**config.mk**
```make
export PLATFORM = sky130hd
export DESIGN_NAME = systolic_ctrl
export DESIGN_NICKNAME = d
export VERILOG_FILES = /design/src/rtl/systolic_pkg.sv /design/src/rtl/systolic_ctrl_skew_sel_gen.sv /design/src/rtl/systolic_ctrl.sv
export SDC_FILE = /design/constraint.sdc
export NUM_CORES = 1
export LEC_CHECK = 0
export CAP_MARGIN = 25
export CORE_UTILIZATION = 50
export CTS_CLUSTER_DIAMETER = 150
export DETAILED_ROUTE_END_ITERATION = 8
export GPL_TIMING_DRIVEN = 0
export PLACE_DENSITY = 0.79
export SETUP_SLACK_MARGIN = 0.3
export SLEW_MARGIN = 20
export SYNTH_ARGS = -nofsm -noshare
export SYNTH_HDL_FRONTEND = slang
export SYNTH_SLANG_ARGS = --single-unit
```
**constraint.sdc**
```tcl
create_clock -name clk -period 4.1 [get_ports clk]
set_clock_uncertainty 0.15 [all_clocks]
set_input_delay 0.82 -clock clk [delete_from_list [all_inputs] [get_ports clk]]
set_output_delay 0.82 -clock clk [all_outputs]
set_load 0.02 [all_outputs]
```
**src/rtl/systolic_pkg.sv**
```systemverilog
// Shared types and helpers for the systolic array controller.
// Optional feature macro used by systolic_ctrl: SYSTOLIC_AUTORESTART_EN.
package systolic_pkg;

  typedef logic [2:0] state_t;

  localparam state_t S_IDLE   = 3'd0;
  localparam state_t S_LOAD_W = 3'd1;
  localparam state_t S_LOAD_X = 3'd2;
  localparam state_t S_FEED   = 3'd3;
  localparam state_t S_DRAIN  = 3'd4;
  localparam state_t S_DONE   = 3'd5;

  function automatic int sel_w(input int n);
    return $clog2(n + 1);
  endfunction

  function automatic int t_w(input int n);
    return $clog2(2 * n - 1);
  endfunction

  // A select value equal to the array size feeds zero into the lane.
  function automatic int sel_zero(input int n);
    return n;
  endfunction

endpackage

```
**src/rtl/systolic_ctrl_skew_sel_gen.sv**
```systemverilog
// Skewed per-lane operand select generator for the systolic array.
// Lane i follows the feed counter delayed by i cycles, else feeds zero.
module skew_sel_gen
  import systolic_pkg::*;
#(
  parameter int N = 2,
  parameter int SEL_W = 2,
  localparam int T_W = t_w(N)
) (
  input  logic [T_W-1:0]     t,
  input  logic               feed_active,
  output logic [N*SEL_W-1:0] sel
);

  for (genvar i = 0; i < N; i++) begin : g_lane
    assign sel[i*SEL_W +: SEL_W] =
      (feed_active && int'(t) >= i && int'(t) - i < N)
        ? SEL_W'(int'(t) - i)
        : SEL_W'(sel_zero(N));
  end

endmodule

```
**src/rtl/systolic_ctrl.sv**
```systemverilog
// Sequencer for an N x N weight-stationary systolic array.
// Define SYSTOLIC_AUTORESTART_EN to let start in DONE skip IDLE.
module systolic_ctrl
  import systolic_pkg::*;
#(
  parameter int N = 2,
  localparam int ADDR_W = $clog2(2 * N * N),
  localparam int SEL_W = sel_w(N)
) (
  input  logic               clk,
  input  logic               rst,
  input  logic               start,
  input  logic               stat_weights,
  input  logic               load_weights,
  output logic               busy,
  output logic               done,
  output logic [ADDR_W-1:0]  mem_addr,
  output logic               mem_rd_en,
  output logic               clear,
  output logic [N*SEL_W-1:0] row_sel,
  output logic [N*SEL_W-1:0] col_sel
);

  localparam int T_W = t_w(N);
  localparam logic [ADDR_W-1:0] LD_LAST = ADDR_W'(N * N - 1);
  localparam logic [ADDR_W-1:0] X_BASE = ADDR_W'(N * N);
  localparam logic [T_W-1:0] T_LAST = T_W'(2 * N - 2);
  localparam logic [T_W-1:0] DR_LAST = T_W'(N - 1);

  state_t state, state_n;
  logic [ADDR_W-1:0] ld_cnt, ld_n, addr_n;
  logic [T_W-1:0] t, t_n;
  logic weights_valid;
  logic need_w;
  logic rd_n;

  assign need_w = !stat_weights || load_weights || !weights_valid;

  always_comb begin
    state_n = state;
    ld_n = ld_cnt;
    t_n = t;
    case (state)
      S_IDLE: begin
        if (start) begin
          ld_n = '0;
          state_n = need_w ? S_LOAD_W : S_LOAD_X;
        end
      end
      S_LOAD_W: begin
        if (ld_cnt == LD_LAST) begin
          ld_n = '0;
          state_n = S_LOAD_X;
        end else begin
          ld_n = ld_cnt + ADDR_W'(1);
        end
      end
      S_LOAD_X: begin
        if (ld_cnt == LD_LAST) begin
          ld_n = '0;
          t_n = '0;
          state_n = S_FEED;
        end else begin
          ld_n = ld_cnt + ADDR_W'(1);
        end
      end
      S_FEED: begin
        t_n = t + T_W'(1);
        if (t == T_LAST) begin
          t_n = '0;
          state_n = S_DRAIN;
        end
      end
      S_DRAIN: begin
        t_n = t + T_W'(1);
        if (t == DR_LAST) begin
          t_n = '0;
          state_n = S_DONE;
        end
      end
      S_DONE: begin
`ifdef SYSTOLIC_AUTORESTART_EN
        if (start) begin
          ld_n = '0;
          state_n = need_w ? S_LOAD_W : S_LOAD_X;
        end else begin
          state_n = S_IDLE;
        end
`else
        state_n = S_IDLE;
`endif
      end
      default: state_n = S_IDLE;
    endcase
  end

  // Address and strobe are registered off the next state so they
  // line up with the first load cycle.
  always_comb begin
    rd_n = (state_n == S_LOAD_W) || (state_n == S_LOAD_X);
    addr_n = '0;
    if (state_n == S_LOAD_W) addr_n = ld_n;
    if (state_n == S_LOAD_X) addr_n = X_BASE + ld_n;
  end

  always_ff @(posedge clk) begin
    if (rst) begin
      state <= S_IDLE;
      ld_cnt <= '0;
      t <= '0;
      weights_valid <= 1'b0;
      mem_addr <= '0;
      mem_rd_en <= 1'b0;
    end else begin
      state <= state_n;
      ld_cnt <= ld_n;
      t <= t_n;
      mem_addr <= addr_n;
      mem_rd_en <= rd_n;
      if (state == S_LOAD_W && state_n == S_LOAD_X) weights_valid <= 1'b1;
    end
  end

  assign busy = (state == S_LOAD_W) || (state == S_LOAD_X) ||
                (state == S_FEED) || (state == S_DRAIN);
  assign done = (state == S_DONE);
  assign clear = (state == S_FEED) && (t == '0);

  skew_sel_gen #(.N(N), .SEL_W(SEL_W)) u_row (
    .t(t),
    .feed_active(state == S_FEED),
    .sel(row_sel)
  );

  skew_sel_gen #(.N(N), .SEL_W(SEL_W)) u_col (
    .t(t),
    .feed_active(state == S_FEED),
    .sel(col_sel)
  );

endmodule
```
; ---- Word level (Yosys, flattened, before mapping)
; Cells that the tools add are included.
[op_classes]
n_mux = 18
n_lt_le_gt_ge = 3
eq_ne = 11
n_addsub = 4
n_reduce_logical = 18
[op_table]
columns = op, count
row1 = 32-bit by 3-bit < comparator with 1-bit output (second input constant), 1
row2 = 3-bit two-way mux, 9
row3 = 3-bit case mux with 5 select lines, 1
row4 = 3-bit by 2-bit equality test with 1-bit output (second input constant), 4
row5 = 2-bit two-way mux, 6
row6 = 3-bit by 1-bit equality test with 1-bit output (second input constant), 2
row7 = 3-bit equality test (second input constant), 2
row8 = 1-bit logical OR, 6
row9 = 2-bit case mux with 3 select lines, 1
row10 = 3-bit case mux with 2 select lines, 1
row11 = 1-bit logical AND, 5
row12 = 3-bit by 1-bit adder with 3-bit output (second input constant), 1
row13 = 3-bit adder (first input constant), 1
row14 = 3-bit zero test, 1
row15 = 3-bit nonzero test, 1
row16 = 2-bit by 1-bit subtractor with 3-bit output (second input constant), 1
row17 = 2-bit by 1-bit adder with 2-bit output (second input constant), 1
row18 = 2-bit by 1-bit equality test with 1-bit output (second input constant), 1
row19 = 2-bit equality test (second input constant), 1
row20 = 2-bit by 1-bit greater-or-equal comparator with 1-bit output (second input constant), 1
row21 = 1-bit zero test, 2
row22 = 2-bit zero test, 1
row23 = 2-bit < comparator (second input constant), 1
row24 = 2-bit inequality test (second input constant), 1
row25 = other kinds (2), 2
[word_totals]
reg_bits = 13
out_inout_bits = 15
wordCells = 60

; ---- Depth between registers and ports, before layout
; Gate-level depths: netlist of the first run.
[depth]
word_depth = 9
mapped_depth = 7
depth_no_buf = 7

; ---- By module
; Synthesis of the first run repeated with hierarchy kept, for this count alone.
[hier_totals]
cells_unflattened = 94
hier_area_um2 = 809.5
[by_module_without_submodules]
columns = module, n_inst, cells_per_inst, area_per_inst_um2, seq_area_each_um2
row1 = systolic_ctrl, 1, 78, 661.9, 260.2
row2 = skew_sel_gen, 2, 8, 73.8, 0.0

; ---- Worst setup path before layout of the first run
; Ideal clock, no wire load.
[synth_timing]
kind = reg2out
from = register t[0]
to = output port row_sel[2]
t_arrival_ns = 1.800
path_slack_ns = 1.330
required_time_ns = 3.130
path_stages_with_launch = 5
n_path_buf = 1
cell_sequence = dfxtp_1 > inv_1 > ha_1 > nor4_1 > buf_4
[synth_via]
elab_chain_len = 4
[synth_rtl]
columns = item, line_no
row1 = start: declaration, systolic_ctrl.sv:32  ; logic [T_W-1:0] t, t_n;
row2 = start signal: assignment, systolic_ctrl.sv:117  ; t <= t_n;
row3 = 2-bit by 1-bit subtractor with 3-bit output / 2-bit by 1-bit greater-or-equal comparator with 1-bit output (equally long branches), n/a
row4 = 32-bit by 3-bit < comparator with 1-bit output / 1-bit logical AND (equally long branches), n/a
row5 = 1-bit logical AND, n/a
row6 = 2-bit two-way mux *, n/a
row7 = end: declaration, systolic_ctrl.sv:20  ; output logic [N*SEL_W-1:0] row_sel,
; Mark *: on every way between the ends. The rest lies on a longest branch, timed or not.

; ---- Worst setup path after layout of the first run
[layout_timing]
from = register t[0]
to = output port row_sel[2]
[layout_via]
elab_chain_len = 4
[layout_rtl]
columns = item, line_no
row1 = 2-bit by 1-bit subtractor with 3-bit output / 2-bit by 1-bit greater-or-equal comparator with 1-bit output (equally long branches), systolic_ctrl_skew_sel_gen.sv:17  ; (feed_active && int'(t) >= i && int'(t) - i < N)
row2 = 32-bit by 3-bit < comparator with 1-bit output / 1-bit logical AND (equally long branches), systolic_ctrl_skew_sel_gen.sv:17
row3 = 1-bit logical AND, systolic_ctrl_skew_sel_gen.sv:17
row4 = 2-bit two-way mux *, systolic_ctrl_skew_sel_gen.sv:18  ; ? SEL_W'(int'(t) - i)
; Marks and branches as above.

==> flow_summary.yaml, run 1 <==
status:
  outcome: "complete, no violations"
global_route:
  grt_use_total: 0.202
  grt_antenna_before_repair: 0
  overflow: 0
  first_global_vias: 658
  grt_max_degree: 11
  grt_pass1_wl_mm: 2.80
floorplanning:
  coreArea_um2: 1520
  start_util: 0.539
  dieHeight_um: 42.5
  die_area_um2: 1810
  io_pins: 20
  dieWidth_um: 42.5
  rows: 14
routing:
  vias: 710
  detail-route-antenna-nets: 0
  drt-total-wl_mm: 1.56
  vias_per_cell: 5.38
  drc_errors: 0
  first_pass_iters: 4
  post_drt_wl_per_cell_um: 11.8
  first_iter_violations: 4
worst_hold_path:
  holdCritStartpoint: "weights_valid$_SDFFE_PP0P_"
  min_path_cells: 2
  min_to: "weights_valid$_SDFFE_PP0P_"
  hold_path.class: "flip-flop to flip-flop"
setup_path:
  r2r_slack_ps: 2110
  r2r-start: "t[0]$_SDFFE_PP0P_"
  crit_arrival_ps: 2220
  ff2ff_path_depth: 7
  cp-start-kind: "flip-flop"
  critPathKind: "flip-flop to primary output"
  startpoint: "t[0]$_SDFFE_PP0P_"
  end_kind: "primary output"
  critPathRequiredTime_ps: 3130
  r2r_end: "mem_addr[2]$_SDFF_PP0_"
  cp_max_fo: 7
placement:
  post-dp-hpwl_mm: 1.23
  portBuffers: 19
  place_congestion: 0.751
sta:
  min_period_ps: 3190
  fmax_mhz: 313
  setup_viol: 0
  holdWs_ps: 331
  period_share: 0.779
  rsz0062_at_grt: "no"
  hold_viol_final: 0
  worst-slew-pin-transition_ps: 405
  fin_setup_tns_ps: 0
  drv_slew: 0
  max_slew_margin: 0.730
synthesis:
  synthesis.instances: 93
  synthMuxAreaShare: 0.0244
  yosys.area_share.simple: 0.286
  syn_nets: 106
  synth_seq_cells: 13
  synth_edf_count: 0
  yosys.cell_types.count: 36
  async_flop_share: 0
  yosys_warnings: 0
  synth_top_family_by_area: "simple AND/OR/NAND/NOR gates"
  synth_compound_area_frac: 0.132
  synthAdderAreaFrac: 0.122
  syn_area_um2: 822
  syn_area_per_cell_um2: 8.84
  yosysSeqAreaShare: 0.317
  ys.flop_type: "dfxtp_1"
  synth_xor_area_frac: 0.0304
power:
  power_density_nw_per_um2: 232
  p_total_uw: 246
  p_leak_nw: 0.428
  peakVddDrop_v: 0.000172
cts:
  hold_buffers: 0
  tritoncts: "yes"
  clock_latency_ps: 260
  clock_sink_count: 13
  clk_pin_slew_worst_paths_ps: 70
  cts_root_buffer: "clkbuf_4"
  ctsHtreeMaxLevel: 1
  post_cts_resized: 0
  numCtsBuffers: 3
  postCtsSetupBuffers: 0
  cts_buffer_depth: 2
final_layout:
  drive_gt1_frac: 0.138
  fin_nets: 130
  area_growth_pct: 28.8
  n_antenna_cell: 0
run:
  cap_violations: 0
-- cell usage in the layout (no fill, tap or decap), drive strengths merged, types with 2 or more instances in the layout --
cell type      count
nor4               2
nor3               5
nor2b              3
xnor2              2
mux2i              2
nor2              11
nor3b              2
and2b              3
nand3              5
buf                7
o21a               2
clkdlybuf4s50     19
nand2              6
dfxtp             13
a21oi              6
clkbuf             5
inv                3
ha                 8
-- routing by layer --
metal	wire, µm	vias up	track usage
met5	0	-	0
met2	749	13	0.335
met4	9	0	0.113
met1	763	327	0.259
li1	-	368	-
met3	34	2	0.0129
-- cell type report --
type	count	area, µm²
inverter	3	11.3
buffer	8	61.3
fill	128	465
timing repair buffer	19	190
multi-input combinational	69	489
clock buffer	4	26.3
sequential	13	260
tap	16	20.0
-- registers in the layout, summed over array words and instances, names as in the netlist --
signal	count
t	2
state	3
weights_valid	1
mem_rd_en	1
mem_addr	3
ld_cnt	3
-- synth_stat cells (all sizes together), types with 2 or more instances --
library cell / instances / share of area
a21oi: 6 / 0.037
and2b: 3 / 0.030
buf: 7 / 0.070
dfxtp: 13 / 0.32
ha: 8 / 0.12
inv: 3 / 0.014
mux2i: 2 / 0.024
nand2: 6 / 0.027
nand3: 5 / 0.030
nor2: 11 / 0.059
nor2b: 3 / 0.023
nor3: 5 / 0.030
nor3b: 2 / 0.024
nor4: 2 / 0.015
o21a: 2 / 0.018
xnor2: 2 / 0.030
-- worst max-delay path, stage by stage (launching register included) --
cell	delay [ps]
dfxtp_1	450
inv_1	150
ha_1	230
nor4_1	360
buf_4	170
clkdlybuf4s50_1	590
-- how the worst max path moves through the flow --
stage	endpoint	slack [ps]
finish	row_sel[2]	910
global route	row_sel[2]	750
CTS	row_sel[2]	880
detailed placement	row_sel[2]	1190
global placement	row_sel[2]	1270
floorplan	row_sel[2]	1330
-- report_power, final --
part	internal, mW	switching [mW]	leakage [nW]
Sequential	0.130	0.00228	0.106
Clock	0.0376	0.0373	0.0150
Combinational	0.0191	0.0194	0.308
-- cells by family after synthesis --
logic type,after synthesis
flip-flops,13
XOR/XNOR,2
multiplexers,2
buffers and inverters,11
AND/OR/NAND/NOR,42
AO/OA/AOI/OAI,15
adder cells (fa/ha/maj),8
-- stage by stage --
step | setup WS, ps | instances | cell area [µm²] | util
6_report | 907 | 132 | 1060 | 0.695
5_1_grt | 748 | 132 | 1060 | 0.695
4_1_cts | 881 | 132 | 1060 | 0.695
3_5_place_dp | 1190 | 128 | 1030 | 0.677
3_3_place_gp | 1270 | 128 | 1030 | 0.677
2_1_floorplan | 1330 | 93 | 822 | -
Note: power is estimated with default switching activity, not from simulation.
==> run 2, diff against run 1 <==
--- a/config.mk
+++ b/config.mk
@@ -6,11 +6,11 @@
 export NUM_CORES = 1
 export LEC_CHECK = 0
 export CAP_MARGIN = 25
-export CORE_UTILIZATION = 50
+export CORE_UTILIZATION = 43
 export CTS_CLUSTER_DIAMETER = 150
 export DETAILED_ROUTE_END_ITERATION = 8
 export GPL_TIMING_DRIVEN = 0
-export PLACE_DENSITY = 0.79
+export PLACE_DENSITY = 0.72
 export SETUP_SLACK_MARGIN = 0.3
 export SLEW_MARGIN = 20
 export SYNTH_ARGS = -nofsm -noshare
==> constraint.sdc (replaced) <==
create_clock -name clk -period 2.8 [get_ports clk]
set_clock_uncertainty 0.15 [all_clocks]
set_input_delay 0.56 -clock clk [delete_from_list [all_inputs] [get_ports clk]]
set_output_delay 0.56 -clock clk [all_outputs]
set_load 0.02 [all_outputs]
==> run 2 against run 1 <==
Clock-buffer cell count is the same. Non-clock buffer count unchanged. Critical path depth unchanged. Sequential power is 45% higher. Die area increased by 16%. Combinational power increased by 48%. Cell count grew 6.8%. Clock power up 60%. Final area increased by 2.4%.
==> flow_summary.yaml, run 2 (synthesized netlist as in run 1, its figures left out) <==
cts:
  clock_latency_ps: 280
  clock_sink_count: 13
  numCtsBuffers: 3
  cts_buffer_depth: 2
  clk_pin_slew_worst_paths_ps: 80
  cts_root_buffer: "clkbuf_4"
  ctsHtreeMaxLevel: 1
  tritoncts: "yes"
  hold_buffers: 0
  postCtsSetupBuffers: 0
  post_cts_resized: 10
setup_path:
  cp-start-kind: "flip-flop"
  crit_arrival_ps: 1720
  ff2ff_path_depth: 6
  slowest_stage: "dfxtp_4"
  critPathKind: "flip-flop to primary output"
  r2r-start: "ld_cnt[0]$_SDFF_PP0_"
  critPathRequiredTime_ps: 2090
  path_delay_family: "buffers and inverters"
  r2r_end: "mem_addr[2]$_SDFF_PP0_"
  crit_buf_inv: 3
  cp_max_fo: 7
  worstSetupPathDepth: 5
  end_kind: "primary output"
  crit_chain: "inv_1, ha_2, nor4_2, buf_4, clkdlybuf4s15_1"
  r2r_slack_ps: 770
  max_stage_delay_ps: 400
placement:
  portBuffers: 19
  post-dp-hpwl_mm: 1.31
  dp_slack_ps: 199
  place_congestion: 0.817
sta:
  setup_slack_ps: 368
  worst-slew-pin-transition_ps: 461
  drv_slew: 0
  min_period_ps: 2430
  setup_viol: 0
  fmax_mhz: 411
  rsz0062_at_grt: "yes"
  hold_viol_final: 0
  fin_setup_tns_ps: 0
  period_share: 0.869
  max_slew_margin: 0.693
routing:
  drc_errors: 0
  detail-route-antenna-nets: 0
  post_drt_wl_per_cell_um: 12.4
  vias_per_cell: 5.30
  drt-total-wl_mm: 1.74
  first_pass_iters: 4
  vias: 748
  first_iter_violations: 13
worst_hold_path:
  min_path_cells: 2
  holdCritStartpoint: "weights_valid$_SDFFE_PP0P_"
  hold_path.class: "flip-flop to flip-flop"
  min_to: "weights_valid$_SDFFE_PP0P_"
final_layout:
  fin_nets: 130
  mostFrequentLayoutCells: "dfxtp_1 (11), nor2_1 (9), clkdlybuf4s50_1 (9), ha_1 (7)"
  reg_top3: "ld_cnt (3), mem_addr (3), state (3)"
  area_growth_pct: 31.8
  drive_gt1_frac: 0.198
  layout_commonest_cell: "dfxtp_1"
  n_fill_cell: 186
  n_antenna_cell: 0
global_route:
  overflow: 0
  grt_pass1_wl_mm: 2.83
  grt_max_degree: 11
  grt_use_total: 0.189
  first_global_vias: 633
  grt_antenna_before_repair: 0
floorplanning:
  dieHeight_um: 45.7
  start_util: 0.466
  die_area_um2: 2090
  io_pins: 20
  coreArea_um2: 1760
  rows: 15
  dieWidth_um: 45.7
run:
  cap_violations: 0
power:
  power_density_nw_per_um2: 341
  peakVddDrop_v: 0.000244
  p_leak_nw: 0.457
status:
  outcome: "complete, no violations"
## run 2: worst max path at each step
stage | endpoint | slack, ps | from
2_1_floorplan | row_sel[2] | 530 | t[0]$_SDFFE_PP0P_
6_report | row_sel[2] | 370 | t[0]$_SDFFE_PP0P_
3_5_place_dp | row_sel[2] | 200 | t[0]$_SDFFE_PP0P_
4_1_cts | row_sel[2] | 280 | t[0]$_SDFFE_PP0P_
3_3_place_gp | row_sel[2] | 240 | t[0]$_SDFFE_PP0P_
5_1_grt | row_sel[2] | 280 | t[0]$_SDFFE_PP0P_
## run 2: layer usage
metal  vias up  track usage  part of all wire
li1        368            -                 -
met1       347        0.267              0.47
met2        25        0.271              0.47
met3         8       0.0397             0.045
met4         0       0.0882             0.017
met5         -            0                 0
## run 2: layout make-up
cell class | instances | area (µm²) | area share
repair buffers | 19 | 183 | 0.169
flip-flops and latches | 13 | 265 | 0.245
plain buffers | 8 | 61.3 | 0.0566
multi-input cells | 69 | 505 | 0.467
well taps | 25 | 31.3 | 0.0289
clock buffers | 4 | 26.3 | 0.0242
inverters | 3 | 11.3 | 0.0104
## run 2: metrics by stage
step	power, mW	std cells	cell area (µm²)	hold WS, ps	utilization
final	0.369	141	1080	325	0.614
after global routing	0.384	141	1080	378	0.614
after CTS	0.374	141	1070	337	0.606
after detailed placement	0.254	137	1050	319	0.595
after global placement	0.253	137	1050	305	0.595
after floorplan	0.234	93	828	280	-
## run 2: where the power goes
part / switching (mW) / internal [mW] / total (mW)
clock: 0.0648 / 0.0553 / 0.120
combinational: 0.0292 / 0.0279 / 0.0571
sequential: 0.00291 / 0.189 / 0.192
## run 2: worst min-delay path: cells and delay by family (launching register included)
family	cells	cell delay (ps)
flip-flops	1	330
AO/OA/AOI/OAI	1	40
AND/OR/NAND/NOR	1	70
